### config.mk
export PLATFORM = sky130hd
export DESIGN_NAME = pool_layer_sequencer
export DESIGN_NICKNAME = d
export VERILOG_FILES = /design/src/rtl/cnn_pkg.sv /design/src/rtl/pool_addr_gen.sv /design/src/rtl/pool_layer_sequencer.sv
export SDC_FILE = /design/constraint.sdc
export NUM_CORES = 1
export LEC_CHECK = 0
export ABC_AREA = 1
export CAP_MARGIN = 20
export CORE_MARGIN = 4
export CORE_UTILIZATION = 52
export CTS_CLUSTER_DIAMETER = 200
export DETAILED_ROUTE_END_ITERATION = 8
export PLACE_DENSITY = 0.9
export SETUP_SLACK_MARGIN = 0.1
export SYNTH_ARGS = -nofsm -noshare
export SYNTH_HDL_FRONTEND = slang
export SYNTH_SLANG_ARGS = --single-unit
export TNS_END_PERCENT = 1
### constraint.sdc
create_clock -name clk -period 6.9 [get_ports clk]
set_input_delay 1.38 -clock clk [delete_from_list [all_inputs] [get_ports clk]]
set_output_delay 1.38 -clock clk [all_outputs]
set_load 0.05 [all_outputs]
### src/rtl/cnn_pkg.sv
// Shared CNN controller definitions.
//   pool_seq_state_t : state encoding of pool_layer_sequencer
//   CNN_ADDR_W       : default memory address width
//   CNN_MAX_MAP      : largest supported feature-map edge
package cnn_pkg;

    localparam int CNN_ADDR_W  = 16;
    localparam int CNN_MAX_MAP = 32;

    typedef enum logic [2:0] {
        PS_IDLE,
        PS_RD,
        PS_POOL,
        PS_WR,
        PS_ADV,
        PS_FIN
    } pool_seq_state_t;

endpackage

### src/rtl/pool_addr_gen.sv
// Window counters and DMA address registers for the 2x2/stride-2 pooling walk.
// Ports:
//   clk, reset          : clock, asynchronous active-low reset
//   init                : latch map_size/map_count, load base addresses, clear counters
//   step                : advance to the next window (x innermost, then y, then map)
//   map_size, map_count : layer configuration, sampled on init
//   src_base, dst_base  : first read / write address, sampled on init
//   rd_addr, wr_addr    : current window top-left address / current result address
//   last                : current window is the final window of the layer
module pool_addr_gen
    import cnn_pkg::*;
#(
    parameter int ADDR_W = CNN_ADDR_W,
    parameter int SIZE_W = 6,
    parameter int CNT_W  = 8
) (
    input  logic              clk,
    input  logic              reset,
    input  logic              init,
    input  logic              step,
    input  logic [SIZE_W-1:0] map_size,
    input  logic [CNT_W-1:0]  map_count,
    input  logic [ADDR_W-1:0] src_base,
    input  logic [ADDR_W-1:0] dst_base,
    output logic [ADDR_W-1:0] rd_addr,
    output logic [ADDR_W-1:0] wr_addr,
    output logic              last
);

    logic [SIZE_W-1:0] size_q;
    logic [SIZE_W-1:0] x;
    logic [SIZE_W-1:0] y;
    logic [CNT_W-1:0]  count_q;
    logic [CNT_W-1:0]  map;
    logic              x_end;
    logic              y_end;

    // Coordinates only take even values, so ">= S-2" marks the last column/row.
    assign x_end = (x >= size_q - SIZE_W'(2));
    assign y_end = (y >= size_q - SIZE_W'(2));
    assign last  = x_end && y_end && (map == count_q - CNT_W'(1));

    always_ff @(posedge clk or negedge reset) begin
        if (!reset) begin
            size_q  <= '0;
            count_q <= '0;
            x       <= '0;
            y       <= '0;
            map     <= '0;
            rd_addr <= '0;
            wr_addr <= '0;
        end else if (init) begin
            size_q  <= map_size;
            count_q <= map_count;
            x       <= '0;
            y       <= '0;
            map     <= '0;
            rd_addr <= src_base;
            wr_addr <= dst_base;
        end else if (step) begin
            wr_addr <= wr_addr + ADDR_W'(1);
            if (!x_end) begin
                x       <= x + SIZE_W'(2);
                rd_addr <= rd_addr + ADDR_W'(2);
            end else begin
                // Skipping 2+S from the last column lands on the next row pair,
                // and from the last row pair on the next map's base.
                x       <= '0;
                rd_addr <= rd_addr + ADDR_W'(size_q) + ADDR_W'(2);
                if (!y_end) begin
                    y <= y + SIZE_W'(2);
                end else begin
                    y   <= '0;
                    map <= map + CNT_W'(1);
                end
            end
        end
    end

endmodule

### src/rtl/pool_layer_sequencer.sv
// Sequences one 2x2/stride-2 pooling layer over every window of every map:
// DMA read request, pooling-unit start, DMA write request, advance.
// Optional feature macro: POOL_SEQ_PERF_EN adds the perf_stall counter port.
// Ports:
//   clk, reset                 : clock, asynchronous active-low reset
//   start, abort               : layer start (IDLE only), synchronous cancel
//   map_count, map_size        : number of maps / map edge S, sampled at start
//   src_base, dst_base         : map 0 pixel (0,0) address / first output address
//   rd_req, rd_ack, rd_addr    : DMA window read handshake
//   pool_start, pool_finish    : pooling unit handshake
//   wr_req, wr_ack, wr_addr    : DMA result write handshake
//   perf_stall                 : (POOL_SEQ_PERF_EN) cycles waiting on ack/finish
//   busy, done, err, aborted   : status; done/err/aborted are one-cycle pulses
module pool_layer_sequencer
    import cnn_pkg::*;
#(
    parameter int ADDR_W = CNN_ADDR_W,
    parameter int SIZE_W = 6,
    parameter int CNT_W  = 8
) (
    input  logic              clk,
    input  logic              reset,
    input  logic              start,
    input  logic              abort,
    input  logic [CNT_W-1:0]  map_count,
    input  logic [SIZE_W-1:0] map_size,
    input  logic [ADDR_W-1:0] src_base,
    input  logic [ADDR_W-1:0] dst_base,
    output logic              rd_req,
    input  logic              rd_ack,
    output logic [ADDR_W-1:0] rd_addr,
    output logic              pool_start,
    input  logic              pool_finish,
    output logic              wr_req,
    input  logic              wr_ack,
    output logic [ADDR_W-1:0] wr_addr,
`ifdef POOL_SEQ_PERF_EN
    output logic [31:0]       perf_stall,
`endif
    output logic              busy,
    output logic              done,
    output logic              err,
    output logic              aborted
);

    pool_seq_state_t state;
    pool_seq_state_t state_nx;

    logic accept;
    logic cfg_ok;
    logic active;
    logic last;
    logic init;
    logic step;

    logic rd_req_nx;
    logic pool_start_nx;
    logic wr_req_nx;
    logic busy_nx;
    logic done_nx;
    logic err_nx;
    logic aborted_nx;

    assign cfg_ok = (map_size != '0) && !map_size[0]
                 && (int'(map_size) <= CNN_MAX_MAP)
                 && (map_count != '0);
    assign accept = (state == PS_IDLE) && start;
    assign active = state inside {PS_RD, PS_POOL, PS_WR, PS_ADV};
    assign init   = accept && cfg_ok;
    assign step   = (state == PS_ADV) && !abort;

    pool_addr_gen #(
        .ADDR_W (ADDR_W),
        .SIZE_W (SIZE_W),
        .CNT_W  (CNT_W)
    ) u_addr_gen (
        .clk       (clk),
        .reset     (reset),
        .init      (init),
        .step      (step),
        .map_size  (map_size),
        .map_count (map_count),
        .src_base  (src_base),
        .dst_base  (dst_base),
        .rd_addr   (rd_addr),
        .wr_addr   (wr_addr),
        .last      (last)
    );

    always_ff @(posedge clk or negedge reset) begin
        if (!reset) begin
            state <= PS_IDLE;
        end else begin
            state <= state_nx;
        end
    end

    always_comb begin
        state_nx = state;
        unique case (state)
            PS_IDLE: if (start) state_nx = cfg_ok ? PS_RD : PS_FIN;
            PS_RD:   if (abort) state_nx = PS_FIN; else if (rd_ack)      state_nx = PS_POOL;
            PS_POOL: if (abort) state_nx = PS_FIN; else if (pool_finish) state_nx = PS_WR;
            PS_WR:   if (abort) state_nx = PS_FIN; else if (wr_ack)      state_nx = PS_ADV;
            PS_ADV:  state_nx = (abort || last) ? PS_FIN : PS_RD;
            PS_FIN:  state_nx = PS_IDLE;
            default: state_nx = PS_IDLE;
        endcase
    end

    // Outputs are registered, so they are decoded from the next state.
    always_comb begin
        rd_req_nx     = (state_nx == PS_RD);
        pool_start_nx = (state_nx == PS_POOL);
        wr_req_nx     = (state_nx == PS_WR);
        busy_nx       = (state_nx != PS_IDLE);
        done_nx       = (state_nx == PS_FIN);
        err_nx        = accept && !cfg_ok;
        aborted_nx    = active && abort;
    end

    always_ff @(posedge clk or negedge reset) begin
        if (!reset) begin
            rd_req     <= 1'b0;
            pool_start <= 1'b0;
            wr_req     <= 1'b0;
            busy       <= 1'b0;
            done       <= 1'b0;
            err        <= 1'b0;
            aborted    <= 1'b0;
        end else begin
            rd_req     <= rd_req_nx;
            pool_start <= pool_start_nx;
            wr_req     <= wr_req_nx;
            busy       <= busy_nx;
            done       <= done_nx;
            err        <= err_nx;
            aborted    <= aborted_nx;
        end
    end

`ifdef POOL_SEQ_PERF_EN
    logic stall;

    always_comb begin
        stall = 1'b0;
        unique case (state)
            PS_RD:   stall = !rd_ack;
            PS_POOL: stall = !pool_finish;
            PS_WR:   stall = !wr_ack;
            default: stall = 1'b0;
        endcase
    end

    always_ff @(posedge clk or negedge reset) begin
        if (!reset) begin
            perf_stall <= '0;
        end else if (accept) begin
            perf_stall <= '0;
        end else if (stall) begin
            perf_stall <= perf_stall + 32'd1;
        end
    end
`endif

endmodule

# == After elaboration in Yosys (flattened, before gate mapping) ==
# Index checks and enable logic that the tools add are counted.
# W data, S select, Z words.
# totals
regBits,76
latchBits,0
ram_bits,0
rom_bits,0
inputBits,53
out_inout_bits,39
wordCells,86
memories,0
# classes
add_sub_neg,9
multipliers,0
div_mod_pow,0
n_lt_le_gt_ge,3
eq_ne,9
shifts,0
muxes,26
n_bitwise,0
reduce_logical,24
# ops
op,count
$mux W16,5
$mux W6,7
$add A16 B2 Y16 const B,2
$mux W8,4
$mux W3,9
$add A16 B1 Y16 const B,1
$add A16 B6 Y16,1
$pmux W3 S5,1
$add A6 B2 Y6 const B,2
$eq A3 B2 Y1 const B,4
$ge A6 B6 Y1,2
$logic_and A1 B1 Y1,10
$add A8 B1 Y8 const B,1
$eq A8 B8 Y1,1
$reduce_bool A8 Y1,1
$sub A8 B1 Y8 const B,1
$eq A3 B1 Y1 const B,2
$eq A3 B3 Y1 const B,2
$le A6 B6 Y1 const B,1
$reduce_bool A2 Y1,3
$reduce_bool A6 Y1,1
$sub A6 B2 Y6 const B,1
$reduce_bool A4 Y1,1
$logic_not A1 Y1,3
other kinds (5),5

# == Logic depth before layout (Yosys ltp) ==
# logic_depth
depth_word,8
depth_mapped,16
depth_no_buf,16

# == By module ==
# From an unflattened synthesis, not the netlist that was laid out.
# unflattened
cells_unflattened,731
hier_area_um2,5332.6
# modules_own_cells
module,n_inst,cells_per_inst,area_each_um2,seq_area_each_um2
pool_addr_gen,1,657,4754.6,1601.5
pool_layer_sequencer,1,74,578.1,250.2

# == Worst setup path after synthesis ==
# OpenSTA, ideal clock, no wires.
# synth_timing
path_type,input port to flip-flop
from,input map_size[0]
to,register u_addr_gen.map[7]
setup_ns,0.117
arrival_time_ns,2.514
required_ns,6.783
slack_ns,4.269
stages,11
n_path_buf,1
cell_sequence,nor2_1 nand4_1 a21oi_1 nand3_1 nand2_1 inv_2 nor2_8 nand2_4 buf_6 nand2_2 o21ai_2
# synth_between
elab_chain_len,7
word_cells_on_any_way,12
cone_classes,order compare (1); mux (1); reduce/logical (10)
# synth_lines
element,line,text
start: declaration,pool_layer_sequencer.sv:26,"input logic [SIZE_W-1:0] map_size,"
branches (longest 2 deep; another with $le A6 B6 Y1),-,
$logic_and A1 B1 Y1 *,pool_layer_sequencer.sv:65,&& (int'(map_size) <= CNN_MAX_MAP)
$logic_and A1 B1 Y1 *,pool_layer_sequencer.sv:66,&& (map_count != '0);
$logic_and A1 B1 Y1 *,pool_layer_sequencer.sv:69,assign init = accept && cfg_ok;
$reduce_bool A2 Y1 (no source line),-,
$reduce_and A3 Y1 (no source line),-,
end signal: assignment,pool_addr_gen.sv:74,map <= map + CNT_W'(1);
end: declaration,pool_addr_gen.sv:34,logic [CNT_W-1:0] map;
# Every way passes the cells marked *.
# A chain may end at the register's enable or synchronous reset.

# == Worst setup path after layout ==
# layout_timing
from,input map_size[4]
to,register u_addr_gen.map[3]
# layout_between
elab_chain_len,7
word_cells_on_any_way,11
cone_classes,order compare (1); mux (1); reduce/logical (9)
# layout_lines
element,line
branches (longest 2 deep; another with $le A6 B6 Y1),-
$logic_and A1 B1 Y1 *,pool_layer_sequencer.sv:65
$logic_and A1 B1 Y1 *,pool_layer_sequencer.sv:66
$logic_and A1 B1 Y1 *,pool_layer_sequencer.sv:69
$reduce_bool A2 Y1 (no source line),-
$reduce_and A3 Y1 (no source line),-
# Marks and branches as above.

==> reports/summary.txt <==
Die H - 109 um
DPL Wire Length - 10000 um
Setup-failing EPs final - 0
Worst Path Buf+Inv - 3
Fin cells - 979
Port-buffer cells - 91
Number of global-route vias before repair - 5009
FF/Latch Area - 1850 um2
Tot Pwr - 2.82 mW
Cell mode on critical path - nor2_1
Family with the most delay on the worst path - buffers and inverters
Synth Register Bits - 74
Global-route wire length before repair - 23000 um
Post-synthesis sequential area ratio - 0.347
Synth top area cells - dfrtp_1 (35%), nand2_1 (16%), inv_1 (6.7%)
Critical Path AT - 4.55 ns
Slew Limit Fails - 0
Relative slew slack - 0.375
Setup bufs post-CTS - 0
Setup tns final - 0 ns
Maximum VDD drop - 324 uV
Initial antenna violation count - 0
Post_cts resized - 0
Share of cells above drive strength 1 - 0.0591
Min-Delay Path Class - register to register
Core area - 9910 um2
Hold Buf Count CTS - 0
Highest achievable clock rate - 234 MHz
Post-synth cell types - 41
CTS clock-pin slew for the worst setup and hold paths - 0.08 ns
RSZ-0062 raised after global routing - no
Synthesized netlist cell count - 759
Antenna Violating Nets Remaining - 0
Placed Cells - 963
Critical path startpoint category - input port
Layout Skew - 0.00979 ns
Synthesized area - 5340 um2
Inserted Clock Buffers - 9
GRT Overall Usage - 0.238
Clock Path Buffers - 2
CTS root buf - clkbuf_8
Vias/cell - 5.32
Avg Cell Area, Syn - 7.04 um2
Initial DRC count - 431
Final Hold Viols - 0
Syn nets - 838
CTS tree - built
N_diodes - 0
Area Growth Syn to Fin - 22.0%
Worst Hold Margin - 0.511 ns
DRC errors left - 0
Initial Util - 0.539
Largest net degree at the start of global routing - 76
Tightest Pin Transition - 0.937 ns
Post-DR wirelength/cell - 13.8 um
Cell taking the most area after synthesis - dfrtp_1
WP data required - 7.18 ns
Top cell type's share of synthesized area - 0.347
CP peak stage delay - 0.65 ns
Status - complete, no violations
Clk Latency, worst-skew pair - 0.35 ns
Fin nets - 920
Rows - 36
GRT Residual Overflow - 0
Crit-path slowest cell - nand2_1
Setup CP Type - input port to register
Final worst-path cycle share - 0.619
Crit path cell chain - clkdlybuf4s50_1 -> nor2_1 -> nand4_1 -> nor2_1 -> nor2_1 -> nand3_2 -> buf_4 -> nand2_1 -> inv_2 -> nor2_8 -> nand2_4 -> nand2_1 -> o21ai_2
FILL cells - 849
YS warnings - 0
Vias - 5211
Leakage - 3.23 nW
CTS Sinks - 74
PwrDens - 433 nW/um2
Crit path max fanout - 75
GP Congestion - 0.937
CP Capture Type - register
Post-route minimum period - 4.27 ns
Ports - 92
Area of the multi-input gates - 3020 um2
Max cap viols - 0
Die area - 12000 um2
Die width - 109 um
First-pass DRT Iterations - 5
H-tree depth - 3
Final wirelength - 13500 um
## routing by layer
metal  routed length (um)  track usage  vias up  part of all wire
met3                  773       0.0352       25             0.057
met2                 6420        0.388      177              0.48
met4                  218       0.0793        0             0.016
met1                 6100        0.326     2409              0.45
met5                    0            0        -                 0
li1                     -            -     2600                 -
## cell families (layout without fill, tap and decap cells)
group / after synthesis / count (layout) / synth area share
and+or+nand+nor: 400 / 400 / 0.322
buffers and inverters: 119 / 206 / 0.0888
AOI/OAI and AO/OA: 97 / 97 / 0.110
DFF: 74 / 74 / 0.347
xor gates and xnor gates: 43 / 43 / 0.0705
adders and majority gates: 26 / 26 / 0.0623
## where the power goes
part | internal [mW] | switching [mW]
Clock | 0.168 | 0.171
Combinational | 0.593 | 1.09
Sequential | 0.590 | 0.209
## registers in the layout (all words and copies together) (netlist names)
register	flops
u_addr_gen.size_q	6
u_addr_gen.count_q	8
u_addr_gen.x	5
u_addr_gen.wr_addr	16
aborted	1
rd_req	1
u_addr_gen.rd_addr	16
wr_req	1
pool_start	1
err	1
u_addr_gen.map	8
u_addr_gen.y	5
done	1
busy	1
state	3
## worst reg2reg max path, stage by stage (launching register included)
cell and delay [ns]:
dfrtp_1 0.38, inv_1 0.08, nand2_1 0.09, nor2_1 0.05
nand2_1 0.07, inv_1 0.07, nand3_2 0.07, buf_4 0.54
nand2_1 0.68, inv_2 0.58, nor2_8 0.10, nand2_4 0.21
nand2_1 0.11, o21ai_2 0.07
## through the flow
stage | utilization | area [um2] | setup slack (ns)
4_1_cts | 0.657 | 6510 | 2.68
2_1_floorplan | - | 5340 | 4.27
6_report | 0.657 | 6510 | 2.63
3_5_place_dp | 0.638 | 6320 | 2.32
5_1_grt | 0.657 | 6510 | 2.34
3_3_place_gp | 0.638 | 6320 | 2.44
## cells in the mapped netlist
library cell  instances
nor3_1               17
and2_1                1
o22ai_1               3
a21o_1                1
nand4_1               9
buf_2                10
o211ai_1              8
buf_4                 2
xor2_1               34
nor2_4                1
nor2_8                1
buf_6                 1
a22o_1                1
o21a_1                2
o21bai_1              3
o21ai_2               9
xnor2_1               9
nand2b_1              1
a22oi_1               1
fa_1                  1
a21oi_1              14
a221oi_1              1
nor2_2                4
nor2_1               56
nand3_1              68
clkbuf_1              8
o21ai_0              51
dfrtp_1              74
nand2_4               1
and2_4                1
nand2_2               4
inv_2                 3
or2_2                 6
a31o_2                1
ha_1                 25
inv_1                95
nor4_1                3
a21oi_4               1
o221ai_1              1
nand3b_1              1
nand2_1             226
## path summary, 6_finish.rpt
kind / end / slack (ns) / start / cells after the start
hold reg to reg: u_addr_gen.size_q[0] / 0.51 / u_addr_gen.size_q[0] / 2
setup reg to reg: u_addr_gen.map[3] / 3.72 / state[1] / 13
min in group asynchronous: u_addr_gen.wr_addr[12] / 1.16 / reset / 1
setup / recovery: u_addr_gen.map[3] / 2.63 / map_size[4] / 13
max in group asynchronous: u_addr_gen.count_q[4] / 5.12 / reset / 1
hold / removal: u_addr_gen.size_q[0] / 0.51 / u_addr_gen.size_q[0] / 2
## cells in the final DEF (no fill, tap or decap), drive strengths merged, types with 6 or more instances in the layout
| cell type | instances |
|---|---|
| a21oi | 15 |
| clkbuf | 10 |
| clkdlybuf4s50 | 90 |
| dfrtp | 74 |
| ha | 25 |
| inv | 99 |
| nand2 | 231 |
| nand3 | 68 |
| nand4 | 9 |
| nor2 | 62 |
| nor3 | 17 |
| o211ai | 8 |
| o21ai | 60 |
| or2 | 6 |
| xnor2 | 9 |
| xor2 | 34 |
## area by class of cell
class | count | area share
sequential | 74 | 0.284
tap | 133 | 0.0255
clock buffer | 10 | 0.0196
inverter | 98 | 0.0565
multi-input combinational | 566 | 0.464
timing repair buffer | 92 | 0.141
clock inverter | 6 | 0.00999
No activity file was read; power rests on OpenSTA's default activity.
